**config.mk**
```make
export PLATFORM = sky130hd
export DESIGN_NAME = dual_core_mem_arbiter
export DESIGN_NICKNAME = d
export VERILOG_FILES = /design/src/rtl/processor_pkg.sv /design/src/rtl/dual_core_mem_arbiter_rr_pick2.sv /design/src/rtl/dual_core_mem_arbiter.sv
export SDC_FILE = /design/constraint.sdc
export NUM_CORES = 1
export LEC_CHECK = 0
export ABC_CLOCK_PERIOD_IN_PS = 1600
export BUFFER_PORTS_ARGS = -buffer_cell sky130_fd_sc_hd__buf_2
export CAP_MARGIN = 20
export CORE_MARGIN = 3
export CORE_UTILIZATION = 42
export CTS_CLUSTER_SIZE = 24
export DETAILED_ROUTE_END_ITERATION = 8
export GPL_ROUTABILITY_DRIVEN = 0
export PLACE_DENSITY = 0.83
export SYNTH_ARGS = -nofsm -noshare
export SYNTH_HDL_FRONTEND = slang
export SYNTH_SLANG_ARGS = --single-unit
```
**constraint.sdc**
```tcl
create_clock -name clk -period 1.6 [get_ports clk]
set_input_delay 0.16 -clock clk [delete_from_list [all_inputs] [get_ports clk]]
set_output_delay 0.16 -clock clk [all_outputs]
set_load 0.02 [all_outputs]
```
**src/rtl/processor_pkg.sv**
```systemverilog
// Shared definitions for the dual-core memory arbiter: FSM encoding and core ids.
package processor_pkg;

  typedef enum logic [1:0] {
    IDLE  = 2'd0,
    ISSUE = 2'd1,
    WAIT  = 2'd2
  } arb_state_t;

  localparam logic CORE1 = 1'b0;
  localparam logic CORE2 = 1'b1;

  // The core that was not granted last; used to break ties.
  function automatic logic other_core(input logic id);
    return (id == CORE1) ? CORE2 : CORE1;
  endfunction

endpackage

```
**src/rtl/dual_core_mem_arbiter_rr_pick2.sv**
```systemverilog
// Two-way round-robin chooser: picks the requester that was not served last on a tie.
module rr_pick2
  import processor_pkg::*;
(
  input  logic req1,
  input  logic req2,
  input  logic last_grant,
  output logic valid,
  output logic winner
);

  // Decide which core wins this decision edge.
  always_comb begin
    valid  = req1 | req2;
    winner = CORE1;
    if (req1 && req2) begin
      winner = other_core(last_grant);
    end else if (req1) begin
      winner = CORE1;
    end else if (req2) begin
      winner = CORE2;
    end else begin
      winner = CORE1;
    end
  end

endmodule

```
**src/rtl/dual_core_mem_arbiter.sv**
```systemverilog
// Shares one single-port memory between two cores: one access at a time,
// grant pulse in ISSUE, read data returned with a one-cycle valid strobe.
module dual_core_mem_arbiter
  import processor_pkg::*;
#(
  parameter int reg_width   = 12,
  parameter int MEM_LATENCY = 1
) (
  input  logic                 clk,
  input  logic                 reset,
  input  logic                 req1,
  input  logic                 req2,
  input  logic                 wr1,
  input  logic                 wr2,
  input  logic [reg_width-1:0] addr1,
  input  logic [reg_width-1:0] addr2,
  input  logic [reg_width-1:0] wdata1,
  input  logic [reg_width-1:0] wdata2,
  output logic                 gnt1,
  output logic                 gnt2,
  output logic                 rvalid1,
  output logic                 rvalid2,
  output logic [reg_width-1:0] rdata1,
  output logic [reg_width-1:0] rdata2,
  output logic [reg_width-1:0] mem_address,
  output logic [reg_width-1:0] mem_data,
  output logic                 mem_wren,
  input  logic [reg_width-1:0] mem_q,
  output logic                 busy
);

  localparam int CNT_W = (MEM_LATENCY > 1) ? $clog2(MEM_LATENCY) : 1;
  localparam logic [CNT_W-1:0] LAST_CNT = CNT_W'(MEM_LATENCY - 1);
  localparam logic [CNT_W-1:0] CNT_ONE  = CNT_W'(1);

  arb_state_t           state_q, state_d;
  logic [CNT_W-1:0]     cnt_q, cnt_d;
  logic                 id_q, id_d;
  logic                 wr_q, wr_d;
  logic [reg_width-1:0] addr_q, addr_d;
  logic [reg_width-1:0] wdata_q, wdata_d;
  logic                 last_grant_q, last_grant_d;
  logic                 rvalid1_q, rvalid1_d;
  logic                 rvalid2_q, rvalid2_d;
  logic [reg_width-1:0] rdata1_q, rdata1_d;
  logic [reg_width-1:0] rdata2_q, rdata2_d;

  logic                 pick_valid;
  logic                 pick_id;

  rr_pick2 u_pick (
    .req1       (req1),
    .req2       (req2),
    .last_grant (last_grant_q),
    .valid      (pick_valid),
    .winner     (pick_id)
  );

  // Next-state logic: selection/latching in IDLE, issue, latency wait and read return.
  always_comb begin
    state_d      = state_q;
    cnt_d        = cnt_q;
    id_d         = id_q;
    wr_d         = wr_q;
    addr_d       = addr_q;
    wdata_d      = wdata_q;
    last_grant_d = last_grant_q;
    rvalid1_d    = 1'b0;
    rvalid2_d    = 1'b0;
    rdata1_d     = rdata1_q;
    rdata2_d     = rdata2_q;
    case (state_q)
      IDLE: begin
        if (pick_valid) begin
          state_d      = ISSUE;
          id_d         = pick_id;
          last_grant_d = pick_id;
          if (pick_id == CORE1) begin
            wr_d    = wr1;
            addr_d  = addr1;
            wdata_d = wdata1;
          end else begin
            wr_d    = wr2;
            addr_d  = addr2;
            wdata_d = wdata2;
          end
        end else begin
          state_d = IDLE;
        end
      end
      ISSUE: begin
        cnt_d = {CNT_W{1'b0}};
        if (wr_q) begin
          state_d = IDLE;
        end else begin
          state_d = WAIT;
        end
      end
      WAIT: begin
        if (cnt_q == LAST_CNT) begin
          state_d = IDLE;
          cnt_d   = {CNT_W{1'b0}};
          if (id_q == CORE1) begin
            rvalid1_d = 1'b1;
            rdata1_d  = mem_q;
          end else begin
            rvalid2_d = 1'b1;
            rdata2_d  = mem_q;
          end
        end else begin
          cnt_d = cnt_q + CNT_ONE;
        end
      end
      default: begin
        state_d = IDLE;
      end
    endcase
  end

  // State and datapath registers; reset discards any in-flight access.
  always_ff @(posedge clk or negedge reset) begin
    if (!reset) begin
      state_q      <= IDLE;
      cnt_q        <= {CNT_W{1'b0}};
      id_q         <= CORE1;
      wr_q         <= 1'b0;
      addr_q       <= {reg_width{1'b0}};
      wdata_q      <= {reg_width{1'b0}};
      last_grant_q <= CORE2;
      rvalid1_q    <= 1'b0;
      rvalid2_q    <= 1'b0;
      rdata1_q     <= {reg_width{1'b0}};
      rdata2_q     <= {reg_width{1'b0}};
    end else begin
      state_q      <= state_d;
      cnt_q        <= cnt_d;
      id_q         <= id_d;
      wr_q         <= wr_d;
      addr_q       <= addr_d;
      wdata_q      <= wdata_d;
      last_grant_q <= last_grant_d;
      rvalid1_q    <= rvalid1_d;
      rvalid2_q    <= rvalid2_d;
      rdata1_q     <= rdata1_d;
      rdata2_q     <= rdata2_d;
    end
  end

  // Outputs decode registered state only; memory bus holds the last latched access.
  assign gnt1        = (state_q == ISSUE) && (id_q == CORE1);
  assign gnt2        = (state_q == ISSUE) && (id_q == CORE2);
  assign mem_wren    = (state_q == ISSUE) && wr_q;
  assign mem_address = addr_q;
  assign mem_data    = wdata_q;
  assign busy        = (state_q != IDLE);
  assign rvalid1     = rvalid1_q;
  assign rvalid2     = rvalid2_q;
  assign rdata1      = rdata1_q;
  assign rdata2      = rdata2_q;

endmodule

```
## Yosys cells after proc, flatten, opt, wreduce, memory -nomap -nowiden

Index checks and enable logic that the tools add are counted.
W data, S select, Z words.

- $add $sub $neg: 1
- Eq/ne operators: 3
- Multiplexer cells: 19
- Bitwise operators: 3
- Reductions and logical operators: 10

Operator list:

| operator | number |
|---|---|
| $mux W12 | 2 |
| $mux W1 | 13 |
| $pmux W2 S3 | 1 |
| $reduce_and A3 Y1 | 2 |
| $logic_and A1 B1 Y1 | 4 |
| $mux W2 | 2 |
| $reduce_bool A2 Y1 | 2 |
| $eq A2 B1 Y1 const B | 1 |
| $eq A2 B2 Y1 const B | 1 |
| $logic_not A2 Y1 | 1 |
| $ne A2 B2 Y1 const B | 1 |
| $not A1 Y1 | 2 |
| $pmux W1 S2 | 1 |
| $reduce_and A2 Y1 | 1 |
| $add A1 B1 Y1 const B | 1 |
| $or A1 B1 Y1 | 1 |

- Register bits after elaboration: 56
- Input bits: 66
- Output and inout bits: 54
- Logic and storage cells: 47

## Logic depth before layout (Yosys ltp)

- Depth in word-level cells: 4
- Gate-level depth with buffers: 5
- Depth with buffers taken out: 3

## Hierarchy

From an unflattened synthesis, not the netlist that was laid out.

- Cell total of the unflattened synthesis: 153
- Area total of the unflattened synthesis: 2,408.6 sq um

By module, submodules not included:

| module | times used | cells an instance | area an instance (sq um) | sequential area each (sq um) |
|---|---|---|---|---|
| dual_core_mem_arbiter | 1 | 151 | 2,394.8 | 1,377.6 |
| rr_pick2 | 1 | 2 | 13.8 | 0.0 |

## Worst setup path after synthesis

Ideal clock, no wire load.

- Path kind: reg2reg
- Start: register state_q[0]
- End: register addr_q[0] (netlist: mem_address[0])
- Arrival: 1,432 ps
- Data required time: 1,475 ps
- Setup slack: 43 ps
- Cell stages (with the launch flop): 6
- Path buffers: 2
- Period minus slack after synthesis: 1,557 ps
- Path through: dfrtp_1 > or2_0 > buf_2 > nor2_8 > buf_6 > mux2_4

- Longest elaborated chain between the ends: 2

RTL lines:

| what | RTL line | RTL |
|---|---|---|
| start, declared | dual_core_mem_arbiter.sv:36 | `arb_state_t state_q, state_d;` |
| start signal, assigned | dual_core_mem_arbiter.sv:135 | `state_q <= state_d;` |
| $logic_not A2 Y1 | dual_core_mem_arbiter.sv:72 | `case (state_q)` |
| $reduce_and A2 Y1 (no line) | -- |  |
| end signal, assigned | dual_core_mem_arbiter.sv:127 | `addr_q <= {reg_width{1'b0}};` |
| end signal, assigned | dual_core_mem_arbiter.sv:139 | `addr_q <= addr_d;` |
| end, declared | dual_core_mem_arbiter.sv:40 | `logic [reg_width-1:0] addr_q, addr_d;` |

Every way passes these cells.
A chain may end at the register's enable or synchronous reset.

## Worst setup path after layout

- Start: register last_grant_q
- End: register wdata_q[5] (netlist: mem_data[5])

- Longest elaborated chain between the ends: 3

RTL lines:

| what | RTL line | RTL |
|---|---|---|
| start, declared | dual_core_mem_arbiter.sv:42 | `logic last_grant_q, last_grant_d;` |
| start signal, assigned | dual_core_mem_arbiter.sv:141 | `last_grant_q <= last_grant_d;` |
| $mux W1 | processor_pkg.sv:15 | `return (id == CORE1) ? CORE2 : CORE1;` |
| $mux W1 | dual_core_mem_arbiter_rr_pick2.sv:16 | `if (req1 && req2) begin` |
| $mux W12 | dual_core_mem_arbiter.sv:78 | `if (pick_id == CORE1) begin` |
| end signal, assigned | dual_core_mem_arbiter.sv:128 | `wdata_q <= {reg_width{1'b0}};` |
| end signal, assigned | dual_core_mem_arbiter.sv:140 | `wdata_q <= wdata_d;` |
| end, declared | dual_core_mem_arbiter.sv:41 | `logic [reg_width-1:0] wdata_q, wdata_d;` |

Every way passes these cells.

==> impl_results.md <==
- Final setup viols: 0
- Placed inst area: 0.00329 mm^2
- Worst setup EP type: register
- Detailed Place HPWL: 3.97 mm
- DRT Pass-1 Iters: 6
- Total core area: 0.00568 mm^2
- Synth top area share: 0.533
- Final Cycle Share: 0.979
- Max clock buf depth: 2
- Lkg Pwr: 0.00177 uW
- R2R Setup Slk: 0.03 ns
- F_max: 639 MHz
- Status: completed
- Setup bufs post-CTS: 0
- Average size of a mapped cell: 16.5 um^2
- Hold Crit Depth: 2
- Min-Delay Path Class: in -> reg
- Worst-Skew Late Latency: 0.30 ns
- Startpoint types: register
- Clk sink count: 55
- Ys Warns: 0
- Crit Path Class: reg -> reg
- Slew Limit Headroom: 0.802
- I/O pins: 120
- Crit path from: last_grant_q
- CTS tree: yes
- Most common cell in the synthesized netlist: dfrtp_1
- Clock tree root buffer cell: clkbuf_8
- Share of layout cells above drive strength 1: 0.750
- Starting Density: 0.447
- Crit Path Max Fanout: 15
- Min Clock Period, post-route: 1.57 ns
- RSZ-0062 raised after global routing: yes
- Final wirelength: 5.21 mm
- Fin. Hold Viols: 0
- Layout net count: 349
- Post-synthesis cell count: 154
- Sequential area share after synthesis: 0.543
- Ant. Diodes: 0
- Overflow after GRT: 0
- Highest metal used: met4
- Met2 wire len: 2.64 mm
- Synth Flop Type: dfrtp_1
- Clk pin slew, worst setup/hold paths: 0.10 ns
- Mapped Nets: 220
- Post-synth top cells: dfrtp_1, mux2_2, mux2_4
- Slew Limit Fails: 0
- VDD IR max: 0.957 mV
- Max-Cap Viols: 0
- Vias in the first global route: 1,845
- Met1 wire length: 2.13 mm
- CTS Buf Count: 5
- Port-buffer cells: 119
- Number of synthesized flops with an enable pin: 0
- Total global-route track usage: 0.155
- Ys async rst share: 1.00
- Hold path start: mem_q[2]
- Crit path DAT: 1.76 ns
- Pin count of the biggest net entering global routing: 56
- Worst R2R Path Depth: 4
- Layout area overhead: 34.4%
- Routed Antenna Nets: 0
- First-pass GRT wire length: 8.87 mm
- Largest cells by area after synthesis: dfrtp_1, mux2_4, mux2_2
- Largest area contributor in the synthesized netlist: dfrtp_1
- Fin Clk Skew: 0.00913 ns
- FF+latch count, synth: 55
- Die Footprint: 0.00701 mm^2
- Reg-to-Reg End: mem_data[5]
- R2R Path Start: last_grant_q
- Worst hold slack: 0.0993 ns
- DR DRC count: 0
- Critical Path RT: 1.79 ns
- Chip height: 83.7 um
- PD cells: 2020 mW/mm^2
- Initial antenna violation count: 0
- Routed wl met3: 420 um
- Max H-tree Level: 2
- Hold Crit Endpoint: rdata2[2]
- Vias per cell: 4.74
- Slew @ Worst Pin: 0.296 ns
- Synthesized area: 0.00254 mm^2
- Post-route cell area: 0.00341 mm^2
- Count of different cell masters after synthesis: 19
- Width of the chip: 83.7 um
- Total vias in the final route: 1,687
- Wire length per cell: 14.6 um
- Row count: 27
- Initial DRC count: 47
-- kinds of logic (layout without fill, tap and decap cells) --
group | count (synthesis) | count (layout) | synth area share
AND/OR/NAND/NOR | 10 | 10 | 0.0261
buffers and inverters | 11 | 141 | 0.0404
flip-flops | 55 | 55 | 0.543
multiplexers | 75 | 75 | 0.382
AO/OA/AOI/OAI | 3 | 3 | 0.00888
-- state kept, by name, indices dropped and copies added, names as in the netlist --
signal	count
last_grant_q	1
mem_data	12
rdata2	12
rdata1	12
id_q	1
wr_q	1
rvalid1	1
rvalid2	1
state_q	2
mem_address	12
-- area by class of cell --
type	count	area, um^2
repair buffers	130	756
fillers	464	2260
flip-flops and latches	55	1380
well taps	72	90.1
clock buffers	7	96.3
clock inverters	1	7.51
inverters	3	11.3
multi-input cells	88	1070
-- per-stage QoR --
stage          instances  TNS (ns)  power [uW]   util  worst slack, ns
2_1_floorplan        154         0        4920      -           0.0432
3_3_place_gp         347         0        6010  0.579           0.0106
3_5_place_dp         347    -0.150        6140  0.579          -0.0275
4_1_cts              356         0        6990  0.600           0.0245
5_1_grt              356   -0.0376        7330  0.601          -0.0117
6_report             356         0        6880  0.601           0.0340
-- critical path: stages, from the launching register on --
cell	delay [ns]
dfstp_2	0.55
a21bo_4	0.15
buf_12	0.17
mux2_2	0.34
mux2_2	0.26
-- worst max-delay path by stage --
| stage | slack (ns) | depth (start not counted) | end |
|---|---|---|---|
| floorplan | 0.04 | 5 | mem_address[0] |
| global placement | 0.01 | 4 | mem_data[2] |
| detailed placement | -0.03 | 4 | mem_data[1] |
| CTS | 0.02 | 4 | mem_data[6] |
| global route | -0.01 | 4 | mem_data[5] |
| finish | 0.03 | 4 | mem_data[5] |
-- cell usage in the layout, fill, tap and decap left out --
cell type	count
buf_2	119
nor3b_2	1
nand3b_1	1
a21bo_4	1
o21ai_0	1
dfrtp_1	54
mux2_4	35
buf_4	4
mux2_2	37
buf_12	6
or2_1	1
clkbuf_8	7
nor2_1	5
mux2i_1	3
inv_1	3
o31ai_1	1
clkinvlp_4	1
nor2_8	1
nand2b_1	1
dlygate4sd3_1	1
dfstp_2	1
-- layer usage --
| metal | vias up | track usage |
|---|---|---|
| met2 | 68 | 0.270 |
| met1 | 822 | 0.193 |
| met5 | - | 0 |
| li1 | 793 | - |
| met3 | 4 | 0.0464 |
| met4 | 0 | 0.0263 |
-- report_power, final --
group	total, uW	internal, uW	switching, uW	leakage [uW]
logic	3610	1770	1840	0.00107
registers	2440	2100	346	0.000651
clock network	826	394	431	0.0000505
total	6880	4260	2620	0.00177
-- what timing repair did --
item | in CTS | in global routing
resized for setup | 2 | 2
endpoints found under the setup margin | 17 | 25
hold endpoints to repair | 54 | 0
pin swaps | 0 | 1
hold buffers | 1 | 0
No activity file was read; power rests on OpenSTA's default activity.
